===== config.mk =====
export PLATFORM = sky130hd
export DESIGN_NAME = cla_seq_adder
export DESIGN_NICKNAME = d
export VERILOG_FILES = /design/src/rtl/cla_seq_adder.sv
export SDC_FILE = /design/constraint.sdc
export NUM_CORES = 1
export LEC_CHECK = 0
export ABC_CLOCK_PERIOD_IN_PS = 3990
export BUFFER_PORTS_ARGS = -buffer_cell sky130_fd_sc_hd__buf_2
export CORE_MARGIN = 1
export CORE_UTILIZATION = 54
export DETAILED_ROUTE_END_ITERATION = 10
export GPL_ROUTABILITY_DRIVEN = 0
export PLACE_DENSITY = 0.8
export SLEW_MARGIN = 20
export SYNTH_ARGS = -nofsm -noshare
export SYNTH_HDL_FRONTEND = slang
export SYNTH_SLANG_ARGS = --single-unit

===== constraint.sdc =====
create_clock -name clock -period 3.99 [get_ports clock]
set_input_delay 0.1995 -clock clock [delete_from_list [all_inputs] [get_ports clock]]
set_output_delay 0.1995 -clock clock [all_outputs]
set_load 0.05 [all_outputs]

===== src/rtl/cla_seq_adder.sv =====
// Byte-serial WIDTH-bit adder sharing one 8-bit cla_block; optional subtract via CLA_SEQ_SUB_EN.
// Latency: result_valid rises N=WIDTH/8 edges after accept; in_ready only in IDLE.
// Backpressure: result and flags are held in DONE until result_ready; start is never queued.

module cla_block (
  input  logic [7:0] a,
  input  logic [7:0] b,
  input  logic       ci,
  output logic [7:0] sum,
  output logic       g,
  output logic       p
);
  logic [7:0] gi, pi, gpre, ppre;
  logic [8:0] c;

  // Prefix generate/propagate so each carry comes straight from ci, not the previous carry.
  always_comb begin
    gi      = a & b;
    pi      = a ^ b;
    gpre    = '0;
    ppre    = '0;
    c       = '0;
    c[0]    = ci;
    gpre[0] = gi[0];
    ppre[0] = pi[0];
    for (int i = 1; i < 8; i++) begin
      gpre[i] = gi[i] | (pi[i] & gpre[i-1]);
      ppre[i] = pi[i] & ppre[i-1];
    end
    for (int i = 0; i < 8; i++) begin
      c[i+1] = gpre[i] | (ppre[i] & ci);
    end
    sum = pi ^ c[7:0];
    g   = gpre[7];
    p   = ppre[7];
  end
endmodule

module cla_seq_adder #(
  parameter int WIDTH = 32
) (
  input  logic             clock,
  input  logic             reset,
  input  logic             start,
  output logic             in_ready,
  input  logic [WIDTH-1:0] op_a,
  input  logic [WIDTH-1:0] op_b,
  input  logic             cin,
`ifdef CLA_SEQ_SUB_EN
  input  logic             sub,
`endif
  output logic [WIDTH-1:0] result,
  output logic             cout,
  output logic             overflow,
  output logic             zero,
  output logic             result_valid,
  input  logic             result_ready
);
  localparam int N  = WIDTH / 8;
  localparam int CW = (N > 1) ? $clog2(N) : 1;

  typedef enum logic [1:0] {IDLE, RUN, DONE} state_t;

  state_t           state;
  logic [WIDTH-1:0] a_reg, b_reg;
  logic             carry_reg;
  logic [CW-1:0]    cnt;

  logic [WIDTH-1:0] b_eff;
  logic             cin_eff;
  logic [7:0]       a_slice, b_slice, slice_sum;
  logic             slice_g, slice_p, slice_co;

`ifdef CLA_SEQ_SUB_EN
  assign b_eff   = sub ? ~op_b : op_b;
  assign cin_eff = sub ? 1'b1 : cin;
`else
  assign b_eff   = op_b;
  assign cin_eff = cin;
`endif

  always_comb begin
    a_slice = '0;
    b_slice = '0;
    for (int k = 0; k < N; k++) begin
      if (cnt == CW'(k)) begin
        a_slice = a_reg[8*k +: 8];
        b_slice = b_reg[8*k +: 8];
      end
    end
  end

  cla_block u_slice (
    .a   (a_slice),
    .b   (b_slice),
    .ci  (carry_reg),
    .sum (slice_sum),
    .g   (slice_g),
    .p   (slice_p)
  );

  assign slice_co = slice_g | (slice_p & carry_reg);

  always_ff @(posedge clock) begin
    if (reset) begin
      state        <= IDLE;
      in_ready     <= 1'b1;
      result       <= '0;
      cout         <= 1'b0;
      overflow     <= 1'b0;
      zero         <= 1'b0;
      result_valid <= 1'b0;
      cnt          <= '0;
      a_reg        <= '0;
      b_reg        <= '0;
      carry_reg    <= 1'b0;
    end else begin
      case (state)
        IDLE: begin
          if (start) begin
            a_reg     <= op_a;
            b_reg     <= b_eff;
            carry_reg <= cin_eff;
            cnt       <= '0;
            result    <= '0;
            cout      <= 1'b0;
            overflow  <= 1'b0;
            zero      <= 1'b0;
            in_ready  <= 1'b0;
            state     <= RUN;
          end
        end
        RUN: begin
          for (int k = 0; k < N; k++) begin
            if (cnt == CW'(k)) result[8*k +: 8] <= slice_sum;
          end
          carry_reg <= slice_co;
          if (cnt == CW'(N-1)) begin
            cout         <= slice_co;
            overflow     <= (a_reg[WIDTH-1] == b_reg[WIDTH-1]) & (slice_sum[7] != a_reg[WIDTH-1]);
            // Lower bytes are already in result; the top byte is only on the slice output.
            zero         <= (slice_sum == 8'h00) & (result[WIDTH-9:0] == '0);
            result_valid <= 1'b1;
            state        <= DONE;
          end else begin
            cnt <= cnt + 1'b1;
          end
        end
        DONE: begin
          if (result_ready) begin
            result_valid <= 1'b0;
            in_ready     <= 1'b1;
            state        <= IDLE;
          end
        end
        default: state <= IDLE;
      endcase
    end
  end
endmodule


After elaboration in Yosys (flattened, before gate mapping). Index checks and enable logic that the tools add are counted.

Bits in registers: 106. Latch bits: 0. Memory bits (writable): 0. ROM bits: 0. Input port bits: 69. Output and inout port bits: 37. Word-level logic and storage cells: 123. Memories: 0.

Add/sub/neg operators: 1. $mul: 0. Div/mod/pow operators: 0. $lt $le $gt $ge: 0. Equality and inequality tests: 14. Shift-type cells: 0. Multiplexer cells: 35. Bitwise logic cells: 42. Reduce and logical (&&, ||, !) cells: 17.

Operator list (count): $mux W8 (12); $pmux W32 S2 (1); $mux W32 (1); $and A1 B1 Y1 (24); $logic_not A24 Y1 (1); $reduce_and A3 Y1 (8); $xor A8 B8 Y8 (2); $or A1 B1 Y1 (15); $ne A2 B2 Y1 const B (7); $pmux W1 S2 (6); $mux W2 (5); $and A8 B8 Y8 (1); $logic_not A8 Y1 (1); $mux W1 (8); $eq A2 B2 Y1 const B (3); $pmux W2 S3 (1); $reduce_bool A2 Y1 (3); $eq A2 B1 Y1 const B (2); $logic_not A2 Y1 (2); $pmux W2 S2 (1); $reduce_and A2 Y1 (2); $add A2 B1 Y2 const B (1); $eq A1 B1 Y1 (1); $ne A1 B1 Y1 (1).

Logic depth before layout (Yosys ltp).
Word-level depth: 24. Gate-level depth with buffers: 17. Depth with buffers taken out: 15.

Cells and area by module. From an unflattened synthesis, not the netlist that was laid out.

Cells, all modules: 639. Area, all modules: 4878.4 µm².

By module, submodules not included: cla_seq_adder (instances 1, cells an instance 589, area an instance 4508.1 µm², sequential area each 2122.0 µm²); cla_block (instances 1, cells an instance 50, area an instance 370.4 µm², sequential area each 0.0 µm²).

Worst setup path after synthesis. OpenSTA, ideal clock, no wires.

Path type: flip-flop to flip-flop. Start: register cnt[0]. End: register zero. Setup time: 84 ps. Arrival: 3550 ps. Data required time: 3906 ps. Setup slack: 355 ps. Cell stages (with the launch flop): 18. Path buffers: 2. Period minus slack after synthesis: 3635 ps. Path through: dfxtp_1 -> inv_1 -> ha_1 -> clkbuf_1 -> clkbuf_1 -> nand2_1 -> nor2_1 -> a21oi_1 -> nor2_1 -> a21oi_1 -> o21ai_0 -> ha_1 -> and3_1 -> a221oi_1 -> a21oi_1 -> xnor2_1 -> or4_1 -> o31ai_2.

Word-level cells in the longest chain between the ends: 24. Elaborated cells on any way between the ends: 53. Classes of those cells: eq/ne (4); mux (10); bitwise (36); reduce/logical (3).

Ends and longest elaborated chain: from (decl) (RTL line 67) `logic [CW-1:0] cnt;`; from (signal assigned) (RTL line 146) `cnt <= cnt + 1'b1;`; $logic_not A2 Y1 (RTL line 86) `if (cnt == CW'(k)) begin`; $mux W8 (4 in series) (RTL line 86); $xor A8 B8 Y8 or $and A8 B8 Y8 (tied branches) (RTL line 19, 18); $and A1 B1 Y1 (RTL line 27) `gpre[i] = gi[i] | (pi[i] & gpre[i-1]);`; $or A1 B1 Y1 (RTL line 27); $and A1 B1 Y1 (RTL line 27); $or A1 B1 Y1 (RTL line 27); $and A1 B1 Y1 (RTL line 27); (+5 left out); $and A1 B1 Y1 (RTL line 27); $or A1 B1 Y1 (RTL line 27); $or A1 B1 Y1 (RTL line 31) `c[i+1] = gpre[i] | (ppre[i] & ci);`; $xor A8 B8 Y8 (RTL line 33) `sum = pi ^ c[7:0];`; $logic_not A8 Y1 (RTL line 142) `zero <= (slice_sum == 8'h00) & (result[WIDTH-9:0] == '0);`; $and A1 B1 Y1 (RTL line 142); $mux W1 (RTL line 138) `if (cnt == CW'(N-1)) begin`; $pmux W1 S2 (RTL line 118) `case (state)`; to (signal assigned) (RTL line 142); to (decl) (RTL line 55) `output logic zero,`.

Several ways; a longest one is shown, not always the timed one. The select of a mux whose other input is x is not followed. A chain may end at the register's enable or synchronous reset.

Worst setup path after layout.
Start: register cnt[1]. End: register zero.

The elaborated chain is that of the path after synthesis.

==> results.toml <==
[finish]
final_layout_size_suffix_gt1_share_pct = 19.2
antenna_cells = 0
area_delta_synth_final_pct = 16.1
final_cell_area_um2 = 5430
final_core_util_pct = 65.4
nets = 790

[synth]
synth-seq-cells = 106
synth-xor-area-share_pct = 1.52
avgSynthCellArea_um2 = 7.44
synth-main-ff-cell = "dfxtp_1"
syn-num-nets = 711
synthDistinctLibCells = 40
ys_warn_count = 0
synth_top_family_by_area = "simple AND/OR/NAND/NOR gates"
synth_mux_area_share_pct = 0.214
synthAdderAreaFrac_pct = 3.64
synth-edff-count = 0
synth_sequential_area_ratio_pct = 45.4
postSynthCellCount = 629
syn_area_um2 = 4680
synth-simple-area-share_pct = 24.6
synth_compound_area_share_pct = 20.4
ys_async_sr_fraction_pct = 0

[clock_tree]
clk_pin_slew_ps = 110
cts_buffers = 9
htreeDepth = 3
cts_hold_buf = 0
post_cts_resize_count = 0
clk_latency_ps = 370
cts-root-buf = "clkbuf_8"
cts_tree = "done"
cts_setup_buffers = 0
cts.sinks = 106
clock_path_buffers = 2

[sta]
worst_slew_pin_slew_ps = 1040
layout_min_cycle_time_ps = 3640
maxSlewViolCount = 0
fin_worst_skew_ps = 15.6
max-slew-margin-rel_pct = 30.8
hold_ws_ps = 54.6
fmaxAchievable_ghz = 0.275
finalHoldViolCount = 0
setup_viol = 0
period_share_pct = 91.2

[detailed_routing]
routed_wl_mm = 11.6
vias_per_cell = 5.52
antenna_left = 0
drtPass1Iterations = 5
detail_route.iter0.violations = 275
wl_per_cell_um = 14.2
vias = 4518
drc = 0

[worst_hold_path]
min_to = "b_reg[10]"
min-delay-start = "op_b[10]"
worstHoldPathCells = 3
hold_path_class = "in2reg"

[worst_setup_path]
r2r_end = "zero"
crit_fanout = 32
required_ps = 4290
cp.arrival_ps = 3940
crit_path_end_kind = "flip-flop"
critPathLaunchType = "flip-flop"
reg2reg_slack_ps = 350
r2r-start = "cnt[1]"
ff2ff_path_depth = 15
critical_path_class = "reg2reg"

[global_routing]
grt.overflow.total = 0
grt_first_pass_wirelength_mm = 18.9
grt_max_degree = 106
grt_use_total_pct = 27.0
antenna_found_initial = 0
first_global_vias = 4050

[power]
power_w = 0.00214
ir_drop_mv = 0.200
p_leak_nw = 2.33
powerDensity_nw_per_um2 = 394

[run]
drv_cap = 0

[floorplanning]
die_width_um = 95.1
die_area_um2 = 9040
num_rows = 33
core_area_um2 = 8300
die_h_um = 95.1
boundaryPins = 106
initial_core_util_pct = 56.4

[place]
port_buffers = 105
dp_hpwl_mm = 8.22
dpl-instance-area_um2 = 5230

[status]
status = "finished, final reports clean"
## worst max-delay path by stage
stage,endpoint,cells after the start,slack (ps),from
global route,zero,15,-1,cnt[1]
CTS,zero,15,120,cnt[0]
detailed placement,zero,15,150,cnt[0]
global placement,zero,15,270,cnt[0]
finish,zero,15,350,cnt[1]
floorplan,zero,17,360,cnt[0]
## stage by stage
step / worst slack, ps / setup TNS, ps / cells
2_1_floorplan: 355 / 0 / 629
3_3_place_gp: 270 / 0 / 802
3_5_place_dp: 153 / 0 / 802
4_1_cts: 123 / 0 / 818
5_1_grt: -1.41 / -1.41 / 818
6_report: 351 / 0 / 818
## worst max-delay path: stages (launching register included)
cell	delay, ps
dfxtp_1	390
inv_1	100
ha_1	240
buf_6	200
nor2_1	120
a21oi_1	50
nor2_1	90
a21oi_1	40
o21ai_0	310
ha_1	300
a21o_1	200
a21o_2	250
xor2_4	170
or4_1	520
or4_1	420
o31ai_2	180
## cell usage in the layout (no fill, tap or decap), drive strengths merged, types with 4 or more instances in the layout
| cell | n |
|---|---|
| nor2 | 73 |
| a21o | 4 |
| buf | 113 |
| clkbuf | 9 |
| nor4 | 4 |
| inv | 9 |
| xnor2 | 4 |
| nand2 | 176 |
| o21ai | 22 |
| a22oi | 24 |
| ha | 12 |
| dfxtp | 106 |
| nand3 | 4 |
| a21oi | 112 |
| or4 | 4 |
## layout make-up
cell class / instances / area, um2
Sequential cell: 106 / 2120
Tap cell: 105 / 131
Clock buffer: 9 / 124
Timing Repair Buffer: 113 / 589
Fill cell: 756 / 2870
Multi-Input combinational cell: 472 / 2380
Clock inverter: 7 / 62.6
Inverter: 6 / 22.5
## cells in the mapped netlist, types with 2 or more instances
cell | count | share of area (%)
o21a_1 | 2 | 0.32
or4_1 | 4 | 0.64
a22oi_1 | 24 | 3.9
or3_1 | 2 | 0.27
nand4_1 | 2 | 0.27
and2_1 | 3 | 0.40
clkbuf_1 | 39 | 3.1
nor4_1 | 4 | 0.53
nand3_1 | 4 | 0.43
o21ai_0 | 22 | 2.4
ha_1 | 12 | 3.2
nand2_1 | 176 | 14
nor2_1 | 73 | 5.9
dfxtp_1 | 106 | 45
nor3_1 | 3 | 0.32
buf_1 | 5 | 0.40
or3b_1 | 3 | 0.56
a21oi_1 | 112 | 12
inv_1 | 6 | 0.48
o21bai_1 | 2 | 0.32
xnor2_1 | 4 | 0.75
a21o_1 | 3 | 0.48
## report_power, final
| group | internal, W | switching, W | total (W) | leakage [nW] |
|---|---|---|---|---|
| Combinational | 0.000125 | 0.000240 | 0.000365 | 1.38 |
| Clock | 0.000239 | 0.000394 | 0.000633 | 0.0859 |
| Sequential | 0.00111 | 0.0000324 | 0.00114 | 0.866 |
## cell families after synthesis
kind of cell	after synthesis
AND/OR/NAND/NOR	281
AO/OA/AOI/OAI	171
flip-flops	106
buffers and inverters	51
adder cells (fa/ha/maj)	13
XOR/XNOR	6
multiplexers	1
## per-layer routing
layer / global-route usage (%) / up-vias / part of all wire (%)
li1: - / 2263 / -
met1: 36.0 / 2058 / 45
met2: 43.2 / 172 / 46
met3: 4.07 / 25 / 6.0
met4: 11.9 / 0 / 3.0
met5: 0 / - / 0
Power figures use the tool's default switching activity.
